===== config.mk =====
export PLATFORM = sky130hd
export DESIGN_NAME = psw_ctrl_flat
export DESIGN_NICKNAME = d
export VERILOG_FILES = /design/src/rtl/psw_ctrl_pkg.sv /design/src/rtl/psw_ctrl_if.sv /design/src/rtl/psw_ctrl_stack.sv /design/src/rtl/psw_ctrl.sv /design/src/flat_wrapper.sv
export SDC_FILE = /design/constraint.sdc
export NUM_CORES = 1
export LEC_CHECK = 0
export CAP_MARGIN = 40
export CORE_UTILIZATION = 42
export CTS_CLUSTER_DIAMETER = 40
export DETAILED_ROUTE_END_ITERATION = 12
export GPL_ROUTABILITY_DRIVEN = 1
export PLACE_DENSITY_LB_ADDON = 0.1
export REMOVE_ABC_BUFFERS = 1
export SYNTH_ARGS = -nofsm -noshare
export SYNTH_HDL_FRONTEND = slang
export SYNTH_SLANG_ARGS = --single-unit

===== constraint.sdc =====
create_clock -name clk -period 2.3 [get_ports clk]
set_input_delay 0.69 -clock clk [delete_from_list [all_inputs] [get_ports clk]]
set_output_delay 0.69 -clock clk [all_outputs]
set_load 0.02 [all_outputs]

===== src/rtl/psw_ctrl_pkg.sv =====
// ---------------------------------------------------------------------------
// xm23_psw_pkg
// Shared definitions for the XM23 program status word controller.
//   - Bit positions of every PSW field.
//   - PSW_WRITABLE_MSK: bits that hold state. Every other bit reads 0.
//   - psw_state_e: states of the exception entry/return sequencer.
// ---------------------------------------------------------------------------
package xm23_psw_pkg;

    localparam int PSW_C            = 0;
    localparam int PSW_Z            = 1;
    localparam int PSW_N            = 2;
    localparam int PSW_SLP          = 3;
    localparam int PSW_V            = 4;
    localparam int PSW_CUR_PRI_LSB  = 5;
    localparam int PSW_FLT          = 8;
    localparam int PSW_PREV_PRI_LSB = 13;

    localparam logic [15:0] PSW_WRITABLE_MSK = 16'hE1FF;

    typedef enum logic [1:0] {
        IDLE = 2'd0,
        PUSH = 2'd1,
        LOAD = 2'd2,
        POP  = 2'd3
    } psw_state_e;

endpackage


===== src/rtl/psw_ctrl_if.sv =====
// ---------------------------------------------------------------------------
// psw_ctrl_if
// Bundles the PSW controller's pipeline-facing signals.
//   master : execute stage / exception logic (drives requests and updates)
//   slave  : psw_ctrl (returns PSW, acks, busy, fault, stack depth)
// Signals:
//   stall, alu_valid, alu_psw_out[15:0], alu_psw_msk[15:0]
//   cc_set, cc_clr, cc_bits[4:0]
//   exc_req, exc_pri[2:0], ret_req      -> requests (level, held until ack)
//   exc_ack, ret_ack                    -> one-cycle acknowledge pulses
//   busy, psw[15:0], carry_out, fault, depth[$clog2(DEPTH+1)-1:0]
// ---------------------------------------------------------------------------
interface psw_ctrl_if #(
    parameter int DEPTH = 4
);
    localparam int DW = $clog2(DEPTH + 1);

    logic          stall;
    logic          alu_valid;
    logic [15:0]   alu_psw_out;
    logic [15:0]   alu_psw_msk;
    logic          cc_set;
    logic          cc_clr;
    logic [4:0]    cc_bits;
    logic          exc_req;
    logic [2:0]    exc_pri;
    logic          ret_req;
    logic          exc_ack;
    logic          ret_ack;
    logic          busy;
    logic [15:0]   psw;
    logic          carry_out;
    logic          fault;
    logic [DW-1:0] depth;

    modport master (
        output stall, alu_valid, alu_psw_out, alu_psw_msk,
               cc_set, cc_clr, cc_bits, exc_req, exc_pri, ret_req,
        input  exc_ack, ret_ack, busy, psw, carry_out, fault, depth
    );

    modport slave (
        input  stall, alu_valid, alu_psw_out, alu_psw_msk,
               cc_set, cc_clr, cc_bits, exc_req, exc_pri, ret_req,
        output exc_ack, ret_ack, busy, psw, carry_out, fault, depth
    );

endinterface


===== src/rtl/psw_ctrl_stack.sv =====
// ---------------------------------------------------------------------------
// psw_stack
// Small LIFO holding saved PSW words across nested exceptions.
// Ports:
//   clk, rst_n   clock, asynchronous active-low reset (clears occupancy)
//   push, din    write din on top; ignored when full
//   pop          drop the top entry; ignored when empty
//   dout         current top entry (valid only when !empty)
//   depth        number of occupied entries (0..DEPTH)
//   full, empty  occupancy flags
// ---------------------------------------------------------------------------
module psw_stack #(
    parameter  int DEPTH = 4,
    parameter  int W     = 16,
    localparam int DW    = $clog2(DEPTH + 1)
) (
    input  logic          clk,
    input  logic          rst_n,
    input  logic          push,
    input  logic          pop,
    input  logic [W-1:0]  din,
    output logic [W-1:0]  dout,
    output logic [DW-1:0] depth,
    output logic          full,
    output logic          empty
);
    // Storage is rounded up to a power of two so the slot index can be a
    // plain truncation of the occupancy count.
    localparam int AW = (DEPTH > 1) ? $clog2(DEPTH) : 1;

    logic [W-1:0]  mem [0:(1<<AW)-1];
    logic [DW-1:0] depth_q;

    assign full  = (depth_q == DW'(DEPTH));
    assign empty = (depth_q == '0);
    assign depth = depth_q;
    assign dout  = mem[AW'(depth_q - DW'(1))];

    always_ff @(posedge clk or negedge rst_n) begin
        if (!rst_n) begin
            depth_q <= '0;
        end else if (push && !full) begin
            depth_q <= depth_q + DW'(1);
        end else if (pop && !empty) begin
            depth_q <= depth_q - DW'(1);
        end
    end

    // Stored words need no reset: occupancy alone decides what is valid.
    always_ff @(posedge clk) begin
        if (push && !full) begin
            mem[AW'(depth_q)] <= din;
        end
    end

endmodule


===== src/rtl/psw_ctrl.sv =====
// ---------------------------------------------------------------------------
// psw_ctrl
// Owns the XM23 program status word.
//   - Applies masked ALU flag updates and SETCC/CLRCC writes while idle.
//   - Saves the PSW on exception entry and restores it on RETI.
//   - Drives the ALU carry input from the registered C flag.
// Ports:
//   clk     system clock
//   rst_n   asynchronous active-low reset
//   bus     psw_ctrl_if.slave (stall, ALU update, CC ops, exc/ret
//           handshakes, busy, psw, carry_out, fault, depth)
// Parameters:
//   DEPTH      nested save entries (1..8)
//   RESET_PSW  PSW after reset
// Build option:
//   PSW_STACK_EN  defined  : DEPTH-entry save LIFO (psw_stack)
//                 undefined: single save register, effective depth 1
// Timing: exc_ack rises 2 cycles after an entry is accepted, ret_ack 1
// cycle after a return is accepted; both coincide with the new PSW.
// ---------------------------------------------------------------------------
module psw_ctrl
    import xm23_psw_pkg::*;
#(
    parameter int          DEPTH     = 4,
    parameter logic [15:0] RESET_PSW = 16'h00E0
) (
    input  logic     clk,
    input  logic     rst_n,
    psw_ctrl_if.slave bus
);
    localparam int DW = $clog2(DEPTH + 1);

    psw_state_e    state;
    logic [15:0]   psw_q;
    logic          fault_q;
    logic          exc_ack_q;
    logic          ret_ack_q;

    logic          stk_push;
    logic          stk_pop;
    logic [15:0]   stk_dout;
    logic [DW-1:0] stk_depth;
    logic          stk_full;
    logic          stk_empty;

    // Masked ALU write; non-writable bits are never touched.
    function automatic logic [15:0] alu_apply(input logic [15:0] cur,
                                              input logic [15:0] val,
                                              input logic [15:0] msk,
                                              input logic        vld);
        logic [15:0] m;
        m = vld ? (msk & PSW_WRITABLE_MSK) : 16'h0000;
        return (cur & ~m) | (val & m);
    endfunction

    // SETCC/CLRCC on the low five flags; set wins when both are requested.
    function automatic logic [15:0] cc_apply(input logic [15:0] cur,
                                             input logic        set,
                                             input logic        clr,
                                             input logic [4:0]  bits);
        logic [15:0] r;
        r = cur;
        if (set) begin
            r[4:0] = r[4:0] | bits;
        end else if (clr) begin
            r[4:0] = r[4:0] & ~bits;
        end
        return r;
    endfunction

    assign stk_push = (state == PUSH) && !stk_full;
    assign stk_pop  = (state == POP)  && !stk_empty;

`ifdef PSW_STACK_EN
    psw_stack #(
        .DEPTH (DEPTH),
        .W     (16)
    ) u_stack (
        .clk   (clk),
        .rst_n (rst_n),
        .push  (stk_push),
        .pop   (stk_pop),
        .din   (psw_q),
        .dout  (stk_dout),
        .depth (stk_depth),
        .full  (stk_full),
        .empty (stk_empty)
    );
`else
    logic [15:0] save_q;
    logic        save_vld;

    always_ff @(posedge clk or negedge rst_n) begin
        if (!rst_n) begin
            save_vld <= 1'b0;
        end else if (stk_push) begin
            save_vld <= 1'b1;
        end else if (stk_pop) begin
            save_vld <= 1'b0;
        end
    end

    always_ff @(posedge clk) begin
        if (stk_push) begin
            save_q <= psw_q;
        end
    end

    assign stk_dout  = save_q;
    assign stk_full  = save_vld;
    assign stk_empty = !save_vld;
    assign stk_depth = DW'(save_vld);
`endif

    always_ff @(posedge clk or negedge rst_n) begin
        if (!rst_n) begin
            state     <= IDLE;
            psw_q     <= RESET_PSW;
            fault_q   <= 1'b0;
            exc_ack_q <= 1'b0;
            ret_ack_q <= 1'b0;
        end else begin
            exc_ack_q <= 1'b0;
            ret_ack_q <= 1'b0;
            case (state)
                IDLE: begin
                    // ALU result first, then the CC op on top of it.
                    if (!bus.stall) begin
                        psw_q <= cc_apply(alu_apply(psw_q, bus.alu_psw_out,
                                                    bus.alu_psw_msk, bus.alu_valid),
                                          bus.cc_set, bus.cc_clr, bus.cc_bits);
                    end
                    if (bus.ret_req) begin
                        state <= POP;
                    end else if (bus.exc_req) begin
                        state <= PUSH;
                    end
                end
                PUSH: begin
                    // On overflow nothing is saved, but entry still proceeds.
                    if (stk_full) begin
                        fault_q        <= 1'b1;
                        psw_q[PSW_FLT] <= 1'b1;
                    end
                    state <= LOAD;
                end
                LOAD: begin
                    psw_q[PSW_PREV_PRI_LSB +: 3] <= psw_q[PSW_CUR_PRI_LSB +: 3];
                    psw_q[PSW_CUR_PRI_LSB +: 3]  <= bus.exc_pri;
                    psw_q[PSW_SLP]               <= 1'b0;
                    exc_ack_q                    <= 1'b1;
                    state                        <= IDLE;
                end
                POP: begin
                    if (stk_empty) begin
                        fault_q <= 1'b1;
                    end else begin
                        psw_q <= stk_dout & PSW_WRITABLE_MSK;
                    end
                    ret_ack_q <= 1'b1;
                    state     <= IDLE;
                end
                default: state <= IDLE;
            endcase
        end
    end

    assign bus.psw       = psw_q;
    assign bus.carry_out = psw_q[PSW_C];
    assign bus.fault     = fault_q;
    assign bus.depth     = stk_depth;
    assign bus.busy      = (state != IDLE);
    assign bus.exc_ack   = exc_ack_q;
    assign bus.ret_ack   = ret_ack_q;

endmodule

===== src/flat_wrapper.sv =====
// flat-port wrapper written by rule: the top's interface ports become plain ports
module psw_ctrl_flat import xm23_psw_pkg::*;
#(
    parameter int          DEPTH     = 4,
    parameter logic [15:0] RESET_PSW = 16'h00E0
)
  (clk, rst_n, bus_stall, bus_alu_valid, bus_alu_psw_out, bus_alu_psw_msk, bus_cc_set, bus_cc_clr, bus_cc_bits, bus_exc_req, bus_exc_pri, bus_ret_req, bus_exc_ack, bus_ret_ack, bus_busy, bus_psw, bus_carry_out, bus_fault, bus_depth);
  psw_ctrl_if #(.DEPTH(DEPTH)) bus_i ();
  input  logic clk;
  input  logic rst_n;
  input wire logic [$bits(bus_i.stall)-1:0] bus_stall;
  input wire logic [$bits(bus_i.alu_valid)-1:0] bus_alu_valid;
  input wire logic [$bits(bus_i.alu_psw_out)-1:0] bus_alu_psw_out;
  input wire logic [$bits(bus_i.alu_psw_msk)-1:0] bus_alu_psw_msk;
  input wire logic [$bits(bus_i.cc_set)-1:0] bus_cc_set;
  input wire logic [$bits(bus_i.cc_clr)-1:0] bus_cc_clr;
  input wire logic [$bits(bus_i.cc_bits)-1:0] bus_cc_bits;
  input wire logic [$bits(bus_i.exc_req)-1:0] bus_exc_req;
  input wire logic [$bits(bus_i.exc_pri)-1:0] bus_exc_pri;
  input wire logic [$bits(bus_i.ret_req)-1:0] bus_ret_req;
  output wire logic [$bits(bus_i.exc_ack)-1:0] bus_exc_ack;
  output wire logic [$bits(bus_i.ret_ack)-1:0] bus_ret_ack;
  output wire logic [$bits(bus_i.busy)-1:0] bus_busy;
  output wire logic [$bits(bus_i.psw)-1:0] bus_psw;
  output wire logic [$bits(bus_i.carry_out)-1:0] bus_carry_out;
  output wire logic [$bits(bus_i.fault)-1:0] bus_fault;
  output wire logic [$bits(bus_i.depth)-1:0] bus_depth;
  assign bus_i.stall = bus_stall;
  assign bus_i.alu_valid = bus_alu_valid;
  assign bus_i.alu_psw_out = bus_alu_psw_out;
  assign bus_i.alu_psw_msk = bus_alu_psw_msk;
  assign bus_i.cc_set = bus_cc_set;
  assign bus_i.cc_clr = bus_cc_clr;
  assign bus_i.cc_bits = bus_cc_bits;
  assign bus_i.exc_req = bus_exc_req;
  assign bus_i.exc_pri = bus_exc_pri;
  assign bus_i.ret_req = bus_ret_req;
  assign bus_exc_ack = bus_i.exc_ack;
  assign bus_ret_ack = bus_i.ret_ack;
  assign bus_busy = bus_i.busy;
  assign bus_psw = bus_i.psw;
  assign bus_carry_out = bus_i.carry_out;
  assign bus_fault = bus_i.fault;
  assign bus_depth = bus_i.depth;
  psw_ctrl #(.DEPTH(DEPTH), .RESET_PSW(RESET_PSW)) u_core (.clk(clk), .rst_n(rst_n), .bus(bus_i));
endmodule

=== Word-level counts from Yosys, hierarchy flattened ===
Index checks and enable logic that the tools add are counted.

* Register bits: 38
* Bits in latches: 0
* Memory bits (writable): 0
* Bits in read-only memories: 0
* Output and inout bits: 24
* Logic and storage cells: 61
* Memories kept: 0

* $add $sub $neg: 0
* Multipliers: 0
* Divide/modulo/power cells: 0
* Magnitude comparators: 0
* Eq/ne operators: 8
* Shift-type cells: 0
* Mux-type cells: 22
* Bitwise operators: 7
* Reduce and logical (&&, ||, !) cells: 15

{| class="wikitable"
|+ Operators by type and width
! cell !! count
|-
| 16-bit 2-to-1 mux || 3
|-
| 16-bit AND || 2
|-
| 3-bit case mux with 3 select lines || 2
|-
| 16-bit NOT || 1
|-
| 16-bit OR || 1
|-
| 5-bit 2-to-1 mux || 2
|-
| 3-bit AND reduction || 3
|-
| 4-bit case mux with 2 select lines || 1
|-
| 2-bit nonzero test || 4
|-
| 1-bit 2-to-1 mux || 6
|-
| 1-bit case mux with 3 select lines || 2
|-
| 2-bit case mux with 3 select lines || 1
|-
| 3-bit case mux with 2 select lines || 1
|-
| 3-bit nonzero test || 2
|-
| 5-bit AND || 1
|-
| 5-bit NOT || 1
|-
| 5-bit OR || 1
|-
| 2-bit == test, second input constant || 2
|-
| 2-bit 2-to-1 mux || 2
|-
| 2-bit by 1-bit != test with 1-bit output, second input constant || 2
|-
| 2-bit != test, second input constant || 2
|-
| 1-bit case mux with 2 select lines || 2
|-
| 4-bit AND reduction || 1
|-
| 3-bit != test, second input constant || 1
|-
| other kinds (5) || 6
|}

=== Logic depth before layout (Yosys ltp) ===
* Depth in word-level cells: 9
* Depth in mapped cells: 5

=== Worst setup path after synthesis ===
OpenSTA, ideal clock, no wires.

* Kind: reg2reg
* From: register u_core.state[1]
* To: register u_core.save_q[0] (enable)
* Arrival: 1376 ps
* Required time: 1920 ps
* Slack: 543 ps
* Cell stages (with the launch flop): 5
* Period minus slack after synthesis: 1757 ps
* Path through: dfrtp_1 buf_2 buf_2 nand2b_1 nor2_1

* Longest elaborated chain between the ends: 2

{| class="wikitable"
|+ Ends and longest elaborated chain
! item !! RTL line !! RTL
|-
| start, declared || psw_ctrl.sv:33 || <nowiki>psw_state_e state;</nowiki>
|-
| start signal, assigned || psw_ctrl.sv:117 || <nowiki>state <= IDLE;</nowiki>
|-
| start signal, assigned || psw_ctrl.sv:134 || <nowiki>state <= POP;</nowiki>
|-
| start signal, assigned || psw_ctrl.sv:136 || <nowiki>state <= PUSH;</nowiki>
|-
| 2-bit by 1-bit == test with 1-bit output || psw_ctrl.sv:71 || <nowiki>assign stk_push = (state == PUSH) && !stk_full;</nowiki>
|-
| 1-bit logical AND || psw_ctrl.sv:71 ||
|-
| named net u_core.stk_push || psw_ctrl.sv:39 || <nowiki>logic stk_push;</nowiki>
|-
| end signal, assigned || psw_ctrl.sv:105 || <nowiki>save_q <= psw_q;</nowiki>
|-
| end, declared || psw_ctrl.sv:90 || <nowiki>logic [15:0] save_q;</nowiki>
|}

The timed path passes the listed nets, and every way through them passes these cells.
A chain may end at the register's enable or synchronous reset.

=== Final worst setup path ===
* From: register u_core.state[1]
* To: output port bus_busy

* Longest elaborated chain between the ends: 1

{| class="wikitable"
|+ Ends and longest elaborated chain
! item !! RTL line !! RTL
|-
| 2-bit nonzero test || psw_ctrl.sv:172 || <nowiki>assign bus.busy = (state != IDLE);</nowiki>
|-
| end, declared || flat_wrapper.sv:23 || <nowiki>output wire logic [$bits(bus_i.busy)-1:0] bus_busy;</nowiki>
|}

No other way between the ends.

==> impl_results.md <==
- Status: finished clean
- Share of the core filled with cells: 63.54%
- Htree depth: 2
- Die Outline Area: 0.004209 mm²
- Critical path capture point type: primary output
- Final worst-path cycle share: 94.52%
- Top cell type's share of synthesized area: 22.61%
- Hold/Removal Path Class: reg2reg
- Critical path fanouts, max: 4
- Sequential cell area fraction in the yosys report: 49.06%
- HPWL after detailed placement: 2.807 mm
- CTS max path bufs: 2
- Worst setup path class: reg2out
- Die boundary height: 64.88 µm
- Buffer type at the clock tree root: clkbuf_8
- Final Cell Area: 0.002361 mm²
- Buffers added on ports: 57
- Period minus WS final: 2.174 ns
- Number of flops mapped to enable cells by yosys: 12
- Max-capacitance violation count: 0
- Total global routing track utilization: 20.03%
- Async set-reset flop share out of synthesis: 60.00%
- Worst skew pair latency: 0.27 ns
- Core Box Area: 0.003716 mm²
- Average cell area after synthesis: 10.58 µm²
- Cell area after placement: 0.002270 mm²
- Setup violation total in the final timing report: 0
- Hold violation total from the final report: 0
- CTS Hold Buffers Added: 0
- Initial cell density of the core: 44.68%
- Floorplan row count: 22
- Number of clock sinks: 30
- Worst Setup Start Kind: flip-flop
- Commonest register cell after synthesis: dfrtp_1
- Total wire length: 3.981 mm
- Avg WL per Cell: 14.85 µm
- Worst EP required: 1.61 ns
- Clock skew after layout: 0.006558 ns
- Power density over the cells: 1157 mW/mm²
- CP arrival: 1.48 ns
- Global-route wire length before repair: 6.479 mm
- Maximum clock rate: 0.4600 GHz
- Pin count of the biggest net entering global routing: 31
- Fraction of final layout cells sized beyond drive strength 1: 12.27%
- Number of vias after detailed routing: 1428
- Worst hold slack: 0.4627 ns
- Top post-synthesis cells by area: dfrtp_1 (23%), edfxtp_1 (22%), dfstp_2 (4.7%)
- Clock transition at the register clock pins on the worst setup and hold paths after CTS: 0.06 ns
- TritonCTS clock tree: done
- Summed instance area of the synthesized netlist: 0.001660 mm²
- Number of CTS-inserted buffers: 5
- Total power consumption of the routed design: 2731 µW
- Global-route congestion overflow total: 0
- Yosys top cell by area: dfrtp_1
- Initial antenna violation count: 0
- Worst VDD drop: 0.6071 mV
- Overall die width: 64.88 µm
- Avg Vias per Cell: 5.328
- Number of standard cells after synthesis: 157
- Number of warnings reported in the yosys synthesis log: 0
- Most repeated cell in the gate-level netlist after synthesis: dfrtp_1
- Flops & latches, synth: 30
- Unrepaired setup endpoints after global routing: no
- Routability congestion estimate: 0.7789
- Distinct cells, synth: 41
- Antenna fix cells: 0
- Total setup buffers inserted after CTS: 0
- Number of remaining DRC errors: 0
- I/O pin count: 72
- Post-route ant nets: 0
- Vias in the first global route: 1404
- Number of pins with negative max-slew slack in the final report: 0
- Number of fill cells: 321
- Leak pwr: 0.0009964 µW
- Total iterations of the first detailed-routing run: 4
- Number of nets at the end of the flow: 267
- PostCTS Resize Cnt: 0
- Violation count after the first detailed-route iteration: 89
- Top cell types by occurrence after synthesis: dfrtp_1 (15), nand2_1 (13), edfxtp_1 (12)
- Area growth syn-to-layout: 42.20%
- TNS Setup: 0 ns
-- per-layer routing --
layer | part of all wire, % | up-vias | track usage [%]
li1 | - | 691 | -
met1 | 45 | 678 | 26.24
met2 | 48 | 57 | 33.85
met3 | 6.7 | 2 | 4.225
met4 | 0.33 | 0 | 4.167
met5 | 0 | - | 0
-- cells in the final DEF, fill, tap and decap left out, types with 4 or more instances in the layout --
master and instances:
clkdlybuf4s50_1 57, dfrtp_1 15, nand2_1 13, edfxtp_1 12, and3_1 10, buf_4 10, inv_1 7, nor2_1 7
o21ai_0 6, conb_1 6, clkbuf_8 6, nor2b_1 5, a32oi_1 5, a21o_1 5, a21boi_0 4, o21bai_1 4
a22oi_1 4, a21oi_1 4
-- power breakdown --
| group | total, µW | internal (µW) | leakage, µW | switching (µW) |
|---|---|---|---|---|
| sequential | 927 | 801 | 0.000307 | 126 |
| clock | 427 | 241 | 0.0000482 | 186 |
| combinational | 1380 | 651 | 0.000641 | 725 |
| total | 2730 | 1690 | 0.000996 | 1040 |
-- worst paths after layout --
check	from	endpoint	slack (ns)	cells after the start
setup / recovery	u_core.state[1]$_DFFE_PN0P_	bus_busy	0.13	2
hold / removal	u_core.bus.fault$_DFFE_PN0P_	u_core.bus.fault$_DFFE_PN0P_	0.46	1
setup reg to reg	u_core.state[1]$_DFFE_PN0P_	u_core.bus.psw[3]$_DFFE_PN0P_	0.78	4
hold reg to reg	u_core.bus.fault$_DFFE_PN0P_	u_core.bus.fault$_DFFE_PN0P_	0.46	1
max in group asynchronous	rst_n	async pin	1.26	2
min in group asynchronous	rst_n	u_core.bus.psw[0]$_DFFE_PN0P_	0.76	2
-- cell type report --
type                            count  area (µm²)  area share [%]
Clock buffer                        7       86.33           3.657
Clock inverter                      1       5.005          0.2120
Inverter                            7       26.28           1.113
Multi-Input combinational cell    108       723.2           30.63
Sequential cell                    30       814.5           34.50
Tap cell                           48       60.06           2.544
Timing Repair Buffer               67       645.6           27.35
-- worst max-delay path, cell delays in order (launching register included) --
cell and delay (ns):
dfrtp_1 0.37, or2_1 0.28, clkdlybuf4s50_1 0.56
-- cells by family after synthesis --
| kind of cell | count (synthesis) | share of synthesized area (%) |
|---|---|---|
| other | 1 | 0.2259 |
| and+or+nand+nor | 48 | 16.28 |
| AOI/OAI and AO/OA | 50 | 23.59 |
| xor gates and xnor gates | 1 | 0.5276 |
| buffers and inverters | 24 | 8.515 |
| DFF | 30 | 49.06 |
| muxes | 3 | 1.809 |
-- through the flow --
step           instances  setup WS [ns]
3_5_place_dp         260         0.2280
2_1_floorplan        145         0.5381
4_1_cts              268         0.1056
3_3_place_gp         260         0.2316
5_1_grt              268        0.07726
6_report             268         0.1259
Note: power is estimated with default switching activity, not from simulation.
